[config.mk]
export PLATFORM = sky130hd
export DESIGN_NAME = vend_controller
export DESIGN_NICKNAME = d
export VERILOG_FILES = /design/src/rtl/vend_controller.sv
export SDC_FILE = /design/constraint.sdc
export NUM_CORES = 1
export LEC_CHECK = 0
export BUFFER_PORTS_ARGS = -buffer_cell sky130_fd_sc_hd__buf_2
export CAP_MARGIN = 10
export CORE_MARGIN = 3
export CORE_UTILIZATION = 30
export DETAILED_ROUTE_END_ITERATION = 16
export PLACE_DENSITY_LB_ADDON = 0.3
export RECOVER_POWER = 50
export SLEW_MARGIN = 20
export SYNTH_ARGS = -nofsm -noshare
export SYNTH_HDL_FRONTEND = slang
export SYNTH_SLANG_ARGS = --single-unit
[constraint.sdc]
create_clock -name clock -period 6.1 [get_ports clock]
set_input_delay 0.915 -clock clock [delete_from_list [all_inputs] [get_ports clock]]
set_output_delay 0.915 -clock clock [all_outputs]
set_load 0.05 [all_outputs]
[src/rtl/vend_controller.sv]
// Vending controller: coin credit, dispense, change and timeout refund.
// Optional cancel input enabled by defining VEND_CANCEL_EN.
module vend_controller #(
  parameter int unsigned PRICE_Q      = 4,
  parameter int unsigned MAX_CREDIT_Q = 8,
  parameter int unsigned TIMEOUT      = 5
) (
  input  logic       clock,
  input  logic       reset,
  input  logic [1:0] coin,
  input  logic       sel,
  input  logic       disp_ack,
  input  logic       change_ack,
`ifdef VEND_CANCEL_EN
  input  logic       cancel,
`endif
  output logic       pr_en,
  output logic       change_req,
  output logic [3:0] change_q,
  output logic [3:0] credit_q,
  output logic       coin_reject,
  output logic       busy
);

  typedef enum logic [2:0] {
    S_IDLE,
    S_CREDIT,
    S_DISPENSE,
    S_CHANGE,
    S_REFUND
  } state_t;

  localparam logic [3:0] LP_PRICE = 4'(PRICE_Q);
  localparam logic [4:0] LP_MAX   = 5'(MAX_CREDIT_Q);
  localparam logic [7:0] LP_TO_M1 = 8'(TIMEOUT - 1);

  state_t     r_state;
  logic [3:0] r_credit;
  logic [7:0] r_idle;
  logic       r_pr;
  logic       r_chg_req;
  logic [3:0] r_chg_q;
  logic       r_rej;
  logic       r_busy;

  state_t     w_state_n;
  logic [3:0] w_credit_n;
  logic [7:0] w_idle_n;
  logic       w_pr_n;
  logic       w_chg_req_n;
  logic [3:0] w_chg_q_n;
  logic       w_rej_n;
  logic       w_busy_n;

  logic [3:0] w_coin_val;
  logic       w_coin_vld;
  logic [4:0] w_sum;
  logic       w_fits;
  logic       w_timeout;
  logic       w_can_buy;
  logic [3:0] w_rem;
  logic       w_cancel;

`ifdef VEND_CANCEL_EN
  assign w_cancel = cancel;
`else
  assign w_cancel = 1'b0;
`endif

  // Decode the coin code into quarters
  always_comb begin
    w_coin_val = 4'd0;
    unique case (coin)
      2'b00:   w_coin_val = 4'd1;
      2'b01:   w_coin_val = 4'd2;
      2'b10:   w_coin_val = 4'd4;
      default: w_coin_val = 4'd0;
    endcase
  end

  assign w_coin_vld = (coin != 2'b11);
  assign w_sum      = {1'b0, r_credit} + {1'b0, w_coin_val};
  assign w_fits     = (w_sum <= LP_MAX);
  assign w_timeout  = (r_idle >= LP_TO_M1);
  assign w_can_buy  = (r_credit >= LP_PRICE);
  assign w_rem      = r_credit - LP_PRICE;

  // Next-state and next-output computation
  always_comb begin
    w_state_n   = r_state;
    w_credit_n  = r_credit;
    w_idle_n    = r_idle;
    w_pr_n      = r_pr;
    w_chg_req_n = r_chg_req;
    w_chg_q_n   = r_chg_q;
    w_rej_n     = 1'b0;
    unique case (r_state)
      S_IDLE: begin
        w_idle_n = 8'd0;
        if (w_coin_vld) begin
          if (w_fits) begin
            w_credit_n = w_sum[3:0];
            w_state_n  = S_CREDIT;
          end else begin
            w_rej_n = 1'b1;
          end
        end
      end
      S_CREDIT: begin
        if (w_coin_vld && w_fits) begin
          w_credit_n = w_sum[3:0];
          w_idle_n   = 8'd0;
        end else if (!w_coin_vld && w_cancel) begin
          w_state_n   = S_REFUND;
          w_chg_req_n = 1'b1;
          w_chg_q_n   = r_credit;
          w_idle_n    = 8'd0;
        end else if (!w_coin_vld && sel && w_can_buy) begin
          w_state_n = S_DISPENSE;
          w_pr_n    = 1'b1;
          w_idle_n  = 8'd0;
        end else begin
          w_rej_n = w_coin_vld;
          if (w_timeout) begin
            w_state_n   = S_REFUND;
            w_chg_req_n = 1'b1;
            w_chg_q_n   = r_credit;
            w_idle_n    = 8'd0;
          end else begin
            w_idle_n = r_idle + 8'd1;
          end
        end
      end
      S_DISPENSE: begin
        w_rej_n = w_coin_vld;
        if (disp_ack) begin
          w_pr_n     = 1'b0;
          w_credit_n = w_rem;
          if (w_rem != 4'd0) begin
            w_state_n   = S_CHANGE;
            w_chg_req_n = 1'b1;
            w_chg_q_n   = w_rem;
          end else begin
            w_state_n = S_IDLE;
          end
        end
      end
      S_CHANGE, S_REFUND: begin
        w_rej_n = w_coin_vld;
        if (change_ack) begin
          w_credit_n  = 4'd0;
          w_chg_q_n   = 4'd0;
          w_chg_req_n = 1'b0;
          w_state_n   = S_IDLE;
        end
      end
      default: begin
        w_state_n   = S_IDLE;
        w_credit_n  = 4'd0;
        w_idle_n    = 8'd0;
        w_pr_n      = 1'b0;
        w_chg_req_n = 1'b0;
        w_chg_q_n   = 4'd0;
      end
    endcase
    w_busy_n = (w_state_n == S_DISPENSE) ||
               (w_state_n == S_CHANGE) ||
               (w_state_n == S_REFUND);
  end

  // State and registered outputs; reset discards held credit
  always_ff @(posedge clock or posedge reset) begin
    if (reset) begin
      r_state   <= S_IDLE;
      r_credit  <= 4'd0;
      r_idle    <= 8'd0;
      r_pr      <= 1'b0;
      r_chg_req <= 1'b0;
      r_chg_q   <= 4'd0;
      r_rej     <= 1'b0;
      r_busy    <= 1'b0;
    end else begin
      r_state   <= w_state_n;
      r_credit  <= w_credit_n;
      r_idle    <= w_idle_n;
      r_pr      <= w_pr_n;
      r_chg_req <= w_chg_req_n;
      r_chg_q   <= w_chg_q_n;
      r_rej     <= w_rej_n;
      r_busy    <= w_busy_n;
    end
  end

  assign pr_en       = r_pr;
  assign change_req  = r_chg_req;
  assign change_q    = r_chg_q;
  assign credit_q    = r_credit;
  assign coin_reject = r_rej;
  assign busy        = r_busy;

endmodule

==> results.json <==
{
  "critPathBufInv": 1,
  "hold_depth": 1,
  "status": "finished, final reports clean",
  "die_area_sq_mm": 0.00567,
  "ff2ff_path_depth": 7,
  "rsz0062_at_grt": "false",
  "cts_tree": "done",
  "drt-total-wl_mm": 3.47,
  "maxCapViolCount": 0,
  "p_int_w": 0.000397,
  "num_io_pins": 19,
  "p_seq_share_pct": 30.9,
  "nNetsFinal": 180,
  "synth_common_cells": "dfrtp_1 (23), nor2_1 (12), a21oi_1 (10)",
  "clock_sinks": 23,
  "stdcell_count": 216,
  "fin_crit_ns": 2.99,
  "yosys.area.top_type": "dfrtp_1",
  "pwr-share-clk_pct": 11.6,
  "worst_setup_path_end_kind": "flop",
  "die_h_um": 75.3,
  "ys.warnings.count": 0,
  "clock_path_buffers": 2,
  "clk_pin_slew_ns": 0.08,
  "antenna_found_initial": 0,
  "synth_top_cell_area_share_pct": 40.0,
  "initial_utilization_pct": 32.0,
  "fin_setup_tns_ns": 0,
  "slew_headroom_pct": 42.8,
  "timing.final.crit_share_pct": 49.0,
  "synth-main-ff-cell": "dfrtp_1",
  "switching_share_pct": 50.7,
  "min_from": "change_q[1]",
  "ys_ff_latch": 23,
  "ir_drop_mv": 0.145,
  "track_usage_pct": 13.4,
  "vias": 1182,
  "wire_per_inst_um": 16.1,
  "port_buffers": 18,
  "hold_buffers": 0,
  "crit_required_ns": 6.24,
  "setup_viol": 0,
  "gp_congestion": 0.869,
  "synth_edf_count": 0,
  "combPwrFrac_pct": 57.5,
  "cts_setup_buffers": 0,
  "cts_resized": 0,
  "synth.distinct_cells": 52,
  "crit_fanout": 9,
  "placementRows": 24,
  "hpwl_mm": 2.75,
  "hp-class": "flop to flop",
  "powerDensity_mw_per_mm2": 501,
  "arrival_ns": 3.14,
  "holdPathEnd": "change_q[1]",
  "cts-root-buf": "clkbuf_8",
  "dp.cells": 212,
  "ys_seq_area_share_pct": 40.0,
  "core_sq_mm": 0.00450,
  "worstReg2RegEnd": "credit_q[3]",
  "crit_path_max_incr_delay_ns": 0.50,
  "fin_area_sq_mm": 0.00161,
  "finalClockSkew_ns": 0.00576,
  "ys_async_sr_fraction_pct": 100,
  "synth_area_per_cell_sq_um": 9.93,
  "vias_per_cell": 5.47,
  "area_growth_syn_to_layout_pct": 11.7,
  "n_fill_cell": 485,
  "synth_nets": 160,
  "grt.overflow.total": 0,
  "crit_slowest_cell": "fa_1",
  "syn_inst": 145,
  "r2r-start": "credit_q[0]",
  "crit_family": "compound AO/OA/AOI/OAI gates",
  "drive_above_1_share_pct": 18.3,
  "ant_nets": 0,
  "critical_path_class": "input pin to flop",
  "grt_max_degree": 24,
  "tightest_slew_ns": 0.857,
  "path_cells": "buf_2, nor2_1, ha_1, fa_1, o32a_1, o22ai_2, o211ai_2, o41ai_1, a2bb2oi_1",
  "grt_first_pass_wirelength_mm": 5.72,
  "ff2ff_setup_slack_ns": 3.46,
  "p_leak_nw": 0.740,
  "syn-cell-area_sq_mm": 0.00144,
  "h-tree-depth": 1,
  "finalHoldViolations": 0,
  "synth.area.top_cells": "dfrtp_1 (40%), ha_1 (6.1%), a21oi_1 (3.5%), nor2_1 (3.1%), a2bb2oi_1 (3.0%)",
  "insertion_delay_ns": 0.27,
  "placed_cell_area_sq_mm": 0.00157,
  "slew_viol_final": 0,
  "max_freq_mhz": 334,
  "num_antenna_cells": 0,
  "drtPass1Iterations": 4,
  "cts-buffers-inserted": 3,
  "cp-start-kind": "input pin",
  "yosysMostFrequentCell": "dfrtp_1",
  "die_w_um": 75.3,
  "drc": 0,
  "grt_pass1_vias": 1229,
  "drtIter0Drc": 50,
  "power_switching_w": 0.000408
}
==> state kept, by name, indices dropped and copies added (netlist names) <==
signal / cells
r_state: 3
r_idle: 8
busy: 1
credit_q: 4
change_req: 1
coin_reject: 1
change_q: 4
pr_en: 1
==> how the worst max path moves through the flow <==
stage | start | end | slack [ns] | depth (start not counted)
final | coin[1] | credit_q[3] | 3.11 | 9
after global routing | coin[1] | credit_q[3] | 2.92 | 9
after CTS | coin[1] | credit_q[3] | 3.12 | 9
after detailed placement | coin[1] | credit_q[3] | 2.82 | 9
after global placement | coin[1] | credit_q[3] | 2.97 | 9
after floorplan | coin[1] | credit_q[3] | 3.23 | 8
==> worst reg2reg max path: stages (launching register included) <==
cell and delay [ns]:
dfrtp_1 0.47, ha_1 0.29, fa_1 0.52, o32a_1 0.33, o22ai_2 0.17, o211ai_2 0.21, o41ai_1 0.43, a2bb2oi_1 0.10
==> metal layers <==
layer,global-route usage [%],routed length (um),vias up
li1,-,-,587
met1,17.1,1580,580
met2,22.5,1760,13
met3,2.80,99,2
met4,4.66,30,0
met5,0,0,-
==> cells by family (layout without fill, tap and decap cells) <==
family,after synthesis,in the layout,share of synthesized area [%]
and+or+nand+nor,51,51,19.9
AOI/OAI and AO/OA,51,51,27.6
adders and majority gates,8,8,7.47
muxes,1,1,0.782
xor gates and xnor gates,1,1,0.608
buffers and inverters,10,29,3.65
DFF,23,23,40.0
==> stage by stage <==
stage	setup WS, ns	total power (W)	hold WS [ns]	util, %
2_1_floorplan	3.23	0.000614	0.455	-
3_3_place_gp	2.97	0.000710	0.479	34.8
3_5_place_dp	2.82	0.000719	0.475	34.8
4_1_cts	3.12	0.000816	0.496	35.9
5_1_grt	2.92	0.000867	0.524	35.7
6_report	3.11	0.000805	0.493	35.7
==> power groups by stage <==
| stage | sequential, W | clock [W] | combinational, W |
|---|---|---|---|
| 6_report | 0.000249 | 0.0000932 | 0.000463 |
| 5_1_grt | 0.000257 | 0.000104 | 0.000506 |
| 4_1_cts | 0.000250 | 0.0000983 | 0.000467 |
| 3_5_place_dp | 0.000253 | 0 | 0.000466 |
| 3_3_place_gp | 0.000252 | 0 | 0.000458 |
| 2_1_floorplan | 0.000349 | 0 | 0.000265 |
==> final cells by class <==
type	instances	area (sq um)	share of cell area (%)
inverters	7	26.3	1.63
well taps	52	65.1	4.04
clock inverters	1	5.00	0.311
multi-input cells	112	810	50.3
clock buffers	3	41.3	2.57
flip-flops and latches	23	576	35.8
repair buffers	18	86.3	5.37
==> cell usage in the layout, fill, tap and decap left out, types with 2 or more instances in the layout <==
cell type   n
a31oi_1     3
a21oi_1    10
nor2b_1     3
a21o_1      3
o22ai_1     2
inv_1       7
or3b_2      2
a22o_1      4
and3_1      2
nor4_1      2
a2bb2oi_1   5
buf_2      15
nor2_1     12
clkbuf_8    3
a21boi_0    2
nand3_1     4
o21ai_0     6
nand2_1     9
clkbuf_1    3
a32o_1      2
nor3_1      3
ha_1        7
dfrtp_1    23
No activity file was read; power rests on OpenSTA's default activity.
